===== src/rtl/imem_loader.sv =====
// Boot-time instruction-memory loader: takes 32-bit words over valid/ready and
// writes them as four little-endian bytes, holding the core until done. Optional: CHECKSUM_EN.
module imem_loader #(
    parameter int InstrWidth = 32,
    parameter int EntryWidth = 8,
    parameter int AddrWidth  = 14
) (
    input  logic                  clk,
    input  logic                  rst_n,
    input  logic                  start,
    input  logic [AddrWidth-1:0]  base_addr,
    input  logic [AddrWidth-2:0]  word_count,
    input  logic                  abort,
    input  logic                  s_valid,
    output logic                  s_ready,
    input  logic [InstrWidth-1:0] s_data,
    input  logic [31:0]           exp_sum,
    output logic                  mem_we,
    output logic [AddrWidth-1:0]  mem_addr,
    output logic [EntryWidth-1:0] mem_wdata,
    output logic                  cpu_hold,
    output logic                  busy,
    output logic                  done,
    output logic                  load_err
);

    localparam int CW = AddrWidth - 1;

    typedef enum logic [1:0] {IDLE, WAIT_WORD, WRITE, DONE} state_e;

    state_e                state_q, state_d;
    logic [1:0]            byte_idx_q, byte_idx_d;
    logic [AddrWidth-1:0]  cur_addr_q, cur_addr_d;
    logic [CW-1:0]         word_ctr_q, word_ctr_d;
    logic [CW-1:0]         word_cnt_q, word_cnt_d;
    logic [InstrWidth-1:0] data_q, data_d;

    logic                  s_ready_q, s_ready_d;
    logic                  mem_we_q, mem_we_d;
    logic [AddrWidth-1:0]  mem_addr_q, mem_addr_d;
    logic [EntryWidth-1:0] mem_wdata_q, mem_wdata_d;
    logic                  cpu_hold_q, cpu_hold_d;
    logic                  busy_q, busy_d;
    logic                  done_q, done_d;

`ifdef CHECKSUM_EN
    logic [31:0]           sum_q, sum_d;
    logic                  load_err_q, load_err_d;
`else
    logic                  unused_exp_sum;
    assign unused_exp_sum = ^exp_sum;
`endif

    always_comb begin
        state_d     = state_q;
        byte_idx_d  = byte_idx_q;
        cur_addr_d  = cur_addr_q;
        word_ctr_d  = word_ctr_q;
        word_cnt_d  = word_cnt_q;
        data_d      = data_q;
        cpu_hold_d  = cpu_hold_q;
        mem_addr_d  = mem_addr_q;
        mem_wdata_d = mem_wdata_q;
`ifdef CHECKSUM_EN
        sum_d       = sum_q;
        load_err_d  = load_err_q;
`endif

        case (state_q)
            IDLE: begin
                if (start) begin
                    cur_addr_d = base_addr;
                    word_cnt_d = word_count;
                    word_ctr_d = '0;
                    cpu_hold_d = 1'b1;
`ifdef CHECKSUM_EN
                    sum_d      = '0;
                    load_err_d = 1'b0;
`endif
                    state_d    = (word_count != '0) ? WAIT_WORD : DONE;
                end
            end
            WAIT_WORD: begin
                if (s_valid) begin
                    data_d     = s_data;
                    byte_idx_d = 2'd0;
`ifdef CHECKSUM_EN
                    sum_d      = sum_q + s_data;
`endif
                    state_d    = WRITE;
                end
            end
            WRITE: begin
                byte_idx_d = byte_idx_q + 2'd1;
                if (byte_idx_q == 2'd3) begin
                    cur_addr_d = cur_addr_q + AddrWidth'(4);
                    word_ctr_d = word_ctr_q + CW'(1);
                    state_d    = (word_ctr_d == word_cnt_q) ? DONE : WAIT_WORD;
                end
            end
            DONE:    state_d = IDLE;
            default: state_d = IDLE;
        endcase

        // Verdict is taken on the way into DONE so cpu_hold and load_err land with the done pulse.
        if (state_d == DONE && state_q != DONE) begin
`ifdef CHECKSUM_EN
            load_err_d = (sum_d != exp_sum);
            cpu_hold_d = load_err_d;
`else
            cpu_hold_d = 1'b0;
`endif
        end

        if (abort && state_q != IDLE) begin
            state_d    = IDLE;
            cpu_hold_d = 1'b1;
        end

        s_ready_d = (state_d == WAIT_WORD);
        mem_we_d  = (state_d == WRITE);
        busy_d    = (state_d != IDLE);
        done_d    = (state_d == DONE);
        if (state_d == WRITE) begin
            mem_addr_d  = cur_addr_d + {{(AddrWidth-2){1'b0}}, byte_idx_d};
            mem_wdata_d = data_d[EntryWidth*byte_idx_d +: EntryWidth];
        end
    end

    always_ff @(posedge clk or negedge rst_n) begin
        if (!rst_n) begin
            state_q     <= IDLE;
            byte_idx_q  <= '0;
            cur_addr_q  <= '0;
            word_ctr_q  <= '0;
            word_cnt_q  <= '0;
            data_q      <= '0;
            s_ready_q   <= 1'b0;
            mem_we_q    <= 1'b0;
            mem_addr_q  <= '0;
            mem_wdata_q <= '0;
            cpu_hold_q  <= 1'b1;
            busy_q      <= 1'b0;
            done_q      <= 1'b0;
        end else begin
            state_q     <= state_d;
            byte_idx_q  <= byte_idx_d;
            cur_addr_q  <= cur_addr_d;
            word_ctr_q  <= word_ctr_d;
            word_cnt_q  <= word_cnt_d;
            data_q      <= data_d;
            s_ready_q   <= s_ready_d;
            mem_we_q    <= mem_we_d;
            mem_addr_q  <= mem_addr_d;
            mem_wdata_q <= mem_wdata_d;
            cpu_hold_q  <= cpu_hold_d;
            busy_q      <= busy_d;
            done_q      <= done_d;
        end
    end

`ifdef CHECKSUM_EN
    always_ff @(posedge clk or negedge rst_n) begin
        if (!rst_n) begin
            sum_q      <= '0;
            load_err_q <= 1'b0;
        end else begin
            sum_q      <= sum_d;
            load_err_q <= load_err_d;
        end
    end
    assign load_err = load_err_q;
`else
    assign load_err = 1'b0;
`endif

    assign s_ready   = s_ready_q;
    assign mem_we    = mem_we_q;
    assign mem_addr  = mem_addr_q;
    assign mem_wdata = mem_wdata_q;
    assign cpu_hold  = cpu_hold_q;
    assign busy      = busy_q;
    assign done      = done_q;

endmodule


===== config.mk =====
export PLATFORM = sky130hd
export DESIGN_NAME = imem_loader
export DESIGN_NICKNAME = d
export VERILOG_FILES = /design/src/rtl/imem_loader.sv
export SDC_FILE = /design/constraint.sdc
export NUM_CORES = 1
export LEC_CHECK = 0
export ABC_AREA = 1
export ABC_CLOCK_PERIOD_IN_PS = 5550
export CORE_MARGIN = 2
export CORE_UTILIZATION = 55
export DETAILED_ROUTE_END_ITERATION = 7
export HOLD_SLACK_MARGIN = 0.15
export PLACE_DENSITY = 0.86
export SLEW_MARGIN = 0
export SYNTH_ARGS = -nofsm -noshare
export SYNTH_HDL_FRONTEND = slang
export SYNTH_SLANG_ARGS = --single-unit

===== constraint.sdc =====
create_clock -name clk -period 5.55 [get_ports clk]
set_input_delay 1.11 -clock clk [delete_from_list [all_inputs] [get_ports clk]]
set_output_delay 1.11 -clock clk [all_outputs]
set_load 0.03 [all_outputs]

## Yosys cells after proc, flatten, opt, wreduce, memory -nomap -nowiden

Index checks and enable logic that the tools add are counted.
Widths: inputs -> output; s select.

| storage, ports and cells | value |
|---|---|
| memories | 0 |
| output and inout port bits | 28 |
| latch bits | 0 |
| flip-flop bits (word level) | 103 |
| bits of input ports | 96 |
| RAM bits | 0 |
| bits in read-only memories | 0 |
| word-level logic and storage cells | 63 |

| operators by class | value |
|---|---|
| muxes and demuxes | 21 |
| reduce and logical (&&, ||, !) cells | 12 |
| add/subtract/negate cells | 4 |
| bitwise logic cells | 0 |
| multiply operators | 0 |
| equality and inequality tests | 12 |
| shift-type cells | 1 |
| div/mod/pow operators | 0 |
| $lt $le $gt $ge | 0 |

Operator list:

| cell | number |
|---|---|
| $mux 32 | 2 |
| $shiftx 32x6->8 | 1 |
| $mux 14 | 2 |
| $pmux 14 s2 | 1 |
| $mux 13 | 2 |
| $pmux 13 s2 | 1 |
| $add 14x2->14 | 1 |
| $add 14x3->14 const B | 1 |
| $mux 2 | 7 |
| $add 13x1->13 const B | 1 |
| $eq 13x13->1 | 1 |
| $reduce_bool 13->1 | 1 |
| $eq 2x2->1 const B | 6 |
| $pmux 2 s4 | 1 |
| $ne 2x2->1 const B | 3 |
| $reduce_bool 2->1 | 3 |
| $reduce_bool 3->1 | 2 |
| $eq 2x1->1 const B | 2 |
| $mux 1 | 4 |
| $pmux 2 s2 | 1 |
| $reduce_and 2->1 | 2 |
| $reduce_and 3->1 | 1 |
| $add 2x1->2 const B | 1 |
| $logic_and 1x1->1 | 2 |
| $logic_not 2->1 | 1 |

## Logic depth before layout (Yosys ltp)

| depth | value |
|---|---|
| depth after elaboration | 9 |
| mapped depth | 21 |
| depth with buffers taken out | 20 |

## Least setup slack after synthesis

No wires, ideal clock.

| timing | value |
|---|---|
| path kind | in2reg |
| from | input port start |
| to | register mem_addr_q[12], in the netlist mem_addr[12] |
| arrival | 3.331 ns |
| stages on the path | 17 |
| slack | 2.102 ns |
| path buffers | 2 |
| data required time | 5.433 ns |
| cell sequence | nand2_1 inv_1 buf_2 buf_1 a22o_1 ha_1 inv_1 fa_1 inv_1 nand3_1 nor2_1 nand3_1 nor2_1 nand2_1 xnor2_1 nand2_1 nand2_1 |

RTL lines:

| element | RTL line | RTL |
|---|---|---|
| start, declared | 10 | `input logic start,` |
| $mux 14 | 71 | `if (start) begin` |
| $pmux 14 s2 | 69 | `case (state_q)` |
| named net cur_addr_d[0] | 33 | `logic [AddrWidth-1:0] cur_addr_q, cur_addr_d;` |
| $add 14x2->14 | 125 | `mem_addr_d = cur_addr_d + {{(AddrWidth-2){1'b0}}, byte_idx_d};` |
| end signal, assigned | 154 | `mem_addr_q <= mem_addr_d;` |
| end, declared | 40 | `logic [AddrWidth-1:0] mem_addr_q, mem_addr_d;` |

The timed path passes the listed nets, and every way through them passes these cells.
A chain may end at the register's enable or synchronous reset.

## Worst setup path in the final report

| timing | value |
|---|---|
| from | input port s_valid |
| to | register mem_addr_q[12], in the netlist mem_addr[12] |

| on the way | value |
|---|---|
| longest elaborated chain between the ends | 4 |

RTL lines:

| element | RTL line | RTL |
|---|---|---|
| start, declared | 14 | `input logic s_valid,` |
| branches (longest 4 deep; another with $add 14x2->14) | - |  |

Parallel ways; which one is timed is not known.

==> implementation parameters <==
Parameter                              Value

Placed design
  Pre-CTS setup slack    roughly 1.2 ns
  Count of placed standard cells including taps    between 900 and 1,000
  Final Wtd Congestion    0.869
  DP HPWL    9770 µm
  Number of buffers inserted by port buffering    90

Route
  Count of unresolved DRC violations after routing    0
  Number of search-and-repair iterations in the first detailed-routing pass    5
  Via density per instance    5.33
  Met1 Routed Length    5680 µm
  Length of routed met3 wiring    1010 µm
  Antenna violation net count after detailed routing    0
  Iteration-0 DRC count of the detailed router    271
  Vias post-DR    just under 5,000
  Avg WL per Cell    14.7 µm
  DR top layer    met4
  Wire length on met2    about 6700 µm
  DRT Wirelength    13,600 µm

Layout
  # diodes    0
  Final cell utilization of the core    68.7%
  Count of filler cells inserted in the layout    760
  Area of all sequential standard cells    0.00258 mm²
  Final std cells w/o fill    922
  Leading cell type in the layout, fill and taps excluded    nand2_1
  Most frequent cells in the layout    217 x nand2_1, 102 x dfrtp_1, 101 x inv_1
  Share of post-route cells with drive strength above 1    4.94%
  Area growth from synthesis to layout    21.8%
  Combined area of the multi-input logic cells    ~0.0025 mm²
  NumNets Final    891

Setup path
  Critical Path Start Type    primary input
  CP required    5.84 ns
  Critical Path End    mem_addr[12]$_DFFE_PN0P_
  Startpoint of the lowest-slack register-to-register path    state_q[0]$_DFF_PN0_
  Cell Chain, Critical Path    clkdlybuf4s50_1 > inv_1 > nand2_1 > nand3_1 > nand2_1 > inv_1 > ha_1 > inv_1 > fa_1 > inv_1 > nand3_1 > nor2_1 > nand3_1 > nor2_1 > nand2_1 > xnor2_1 > nand2_1 > nand2_1
  Arrival time at the worst endpoint    4.31 ns
  Worst setup EP type    flop
  Type of the worst setup path    primary input to flop
  FF-to-FF End    mem_addr[12]$_DFFE_PN0P_
  CP max FO    22
  Number of cell instances on the worst register-to-register path    17
  Most used cell along the critical path    nand2_1
  Master of the slowest instance on the critical path    inv_1
  Worst Setup SP    s_valid
  Delay of the slowest critical-path stage    0.55 ns
  Setup slack of the most critical reg-to-reg path    1.58 ns

Clock tree
  H-tree level count    3
  Post-CTS sizing    0
  Clock sink count    103
  Num CTS Buffers    9
  Maximum count of clock buffers along a single path    2
  Clock latency on the worst-skew pair    0.39 ns
  Buffer count from post-CTS setup fixing    0
  CTS Root Cell    clkbuf_8
  Clock tree from TritonCTS    done
  Post-CTS Hold Fix Bufs    0
  Clk slew on worst S/H paths    between 0.1 and 0.15 ns

Global route
  Maximum number of pins on one net before global-route repair    61
  Vias in the first global route    4,958
  First-pass GRT wire length    roughly 23,000 µm
  Initial antenna violation count    0
  Leftover overflow at the end of global routing    0
  Total GRT Usage    a little over a quarter

Yosys
  Number of synthesized flops with an enable pin    0
  Yosys warning total    0
  Total of flip-flops plus latches after synthesis    between 100 and 150
  Combinational family with the most area after synthesis    simple AND/OR/NAND/NOR gates
  Area share of and/or/nand/nor cells after synthesis    25.4%
  Summed instance area of the synthesized netlist    between 0.005 and 0.006 mm²
  Asr flop ratio synth    between 90% and 100%
  Mapped Cells    698
  Number of distinct library cells after synthesis    41
  Mapped Avg Cell Area    around 7.9 µm²
  Post-synth top flop    dfrtp_1
  XOR/XNOR Fraction of Synth Area    2.88%
  Adder and majority gate portion of the synthesized area    between 2 and 2.5%
  Post-synthesis compound-gate area fraction    ~8.5%
  Nets in the synthesized netlist    804
  Multiplexer share of the synthesized area    5.26%
  Share of the yosys chip area belonging to registers    46.7%

STA
  Min cycle time layout    4.02 ns
  Remaining max-slew budget at the tightest pin    a little under two fifths
  Setup Total Neg Slack    0 ns
  PnR worst setup slack    approximately 1.5 ns
  Worst clock skew    just under 0.02 ns
  Unrepaired setup endpoints after global routing    no
  Post-route fraction of the period consumed by the critical path    72.4%
  Max frequency    ~0.25 GHz
  Endpoints failing setup    0
  Number of hold-slack violations in the final timing report    0
  Max-slew violations    0
  Transition at the pin with the smallest max-transition slack    0.933 ns

Die
  Die height    104 µm
  Die ar.    approximately 0.011 mm²
  Number of primary I/O pins    124
  Die span in x    around 100 µm
  Std-Cell Core Area    0.00977 mm²
  Initial Util    56.4%
  Row count    36

Power and ir drop
  Total power divided by cell area    514 mW/mm²
  Static Leak    ~3.5 nW
  Portion of total power attributed to combinational logic    50.1%
  Worst supply voltage drop on vdd    0.374 mV
  Internal power consumption    1.90 mW
  Proportion of power drawn by flip-flops and latches    35.4%
  Total power    ~3.5 mW
  Clock network fraction of design power    14.4%
  Switching part of the total    45.0%
  Net switching power of the design    1.55 mW

Worst hold path
  Type of the most critical hold path    flop to flop

Flow run
  Max Cap Viol    0

Status
  Run status    finished clean
flip-flops by register name, indices dropped and copies added (netlist names):
signal / count
word_cnt_q: 13
mem_wdata: 8
s_ready: 1
byte_idx_q: 2
busy: 1
cur_addr_q: 14
done: 1
state_q: 2
cpu_hold: 1
data_q: 32
mem_addr: 14
word_ctr_q: 13
mem_we: 1
layer usage:
layer	vias up	GRT usage (%)
met4	0	8.20
met5	-	0
met1	2341	32.3
met3	21	7.89
li1	2370	-
met2	186	44.2
per-stage QoR:
stage | instance area (µm²) | hold slack, ns
floorplan | 5520 | 0.445
global placement | 6520 | 0.460
detailed placement | 6520 | 0.465
CTS | 6720 | 0.493
global route | 6720 | 0.509
finish | 6720 | 0.486
final cells by class:
| class | count | area share, % |
|---|---|---|
| clock inverter | 6 | 1.12 |
| timing repair buffer | 94 | 13.8 |
| multi-input combinational | 474 | 36.6 |
| clock buffer | 9 | 1.84 |
| tap | 133 | 2.48 |
| inverter | 103 | 5.76 |
| sequential | 103 | 38.4 |
synth_stat cells, drive strengths merged (2+ instances only):
| cell | number | area (µm²) |
|---|---|---|
| nand2 | 223 | 850 |
| dfrtp | 102 | 2550 |
| inv | 102 | 383 |
| nor2 | 57 | 236 |
| o21ai | 39 | 199 |
| nand3 | 34 | 183 |
| mux2i | 29 | 290 |
| a21oi | 24 | 120 |
| buf | 12 | 72.6 |
| xor2 | 10 | 87.6 |
| ha | 9 | 113 |
| o22ai | 8 | 50.1 |
| clkbuf | 6 | 22.5 |
| nand4 | 6 | 37.5 |
| a22oi | 4 | 30.0 |
| nand3b | 4 | 30.0 |
| nor3 | 4 | 20.0 |
| or2 | 4 | 25.0 |
| nor4 | 3 | 18.8 |
| xnor2 | 3 | 26.3 |
| a21o | 2 | 15.0 |
| o211ai | 2 | 15.0 |
| xnor3 | 2 | 45.0 |
worst min path at each step:
| stage | start | cells after the start | slack, ns | to |
|---|---|---|---|---|
| 2_1_floorplan | data_q[0]$_DFF_PN0_ | 2 | 0.44 | data_q[0]$_DFF_PN0_ |
| 3_3_place_gp | data_q[25]$_DFF_PN0_ | 2 | 0.46 | data_q[25]$_DFF_PN0_ |
| 3_5_place_dp | mem_wdata[6]$_DFFE_PN0P_ | 2 | 0.46 | mem_wdata[6]$_DFFE_PN0P_ |
| 4_1_cts | data_q[15]$_DFF_PN0_ | 2 | 0.49 | data_q[15]$_DFF_PN0_ |
| 5_1_grt | data_q[23]$_DFF_PN0_ | 2 | 0.51 | data_q[23]$_DFF_PN0_ |
| 6_report | data_q[10]$_DFF_PN0_ | 2 | 0.49 | data_q[10]$_DFF_PN0_ |
power groups by stage:
stage          Combinational (mW)  Clock (mW)  Sequential, mW
3_3_place_gp                 1.65           0            1.22
4_1_cts                      1.73       0.509            1.22
5_1_grt                      1.94       0.540            1.25
3_5_place_dp                 1.72           0            1.23
6_report                     1.73       0.499            1.22
2_1_floorplan                1.07           0            1.35
kinds of logic after synthesis:
kind of cell	after synthesis
buf+inv	121
compound gates	84
flops	103
mux	29
other cells	1
fa+ha+maj	10
simple gates	335
xor+xnor	15
critical path, delay by kind of cell:
| kind | cells | cell delay [ns] |
|---|---|---|
| XOR/XNOR | 1 | 0.14 |
| adder cells (fa/ha/maj) | 2 | 0.62 |
| AND/OR/NAND/NOR | 10 | 1.23 |
| buffers and inverters | 5 | 1.21 |
Power figures use the tool's default switching activity.
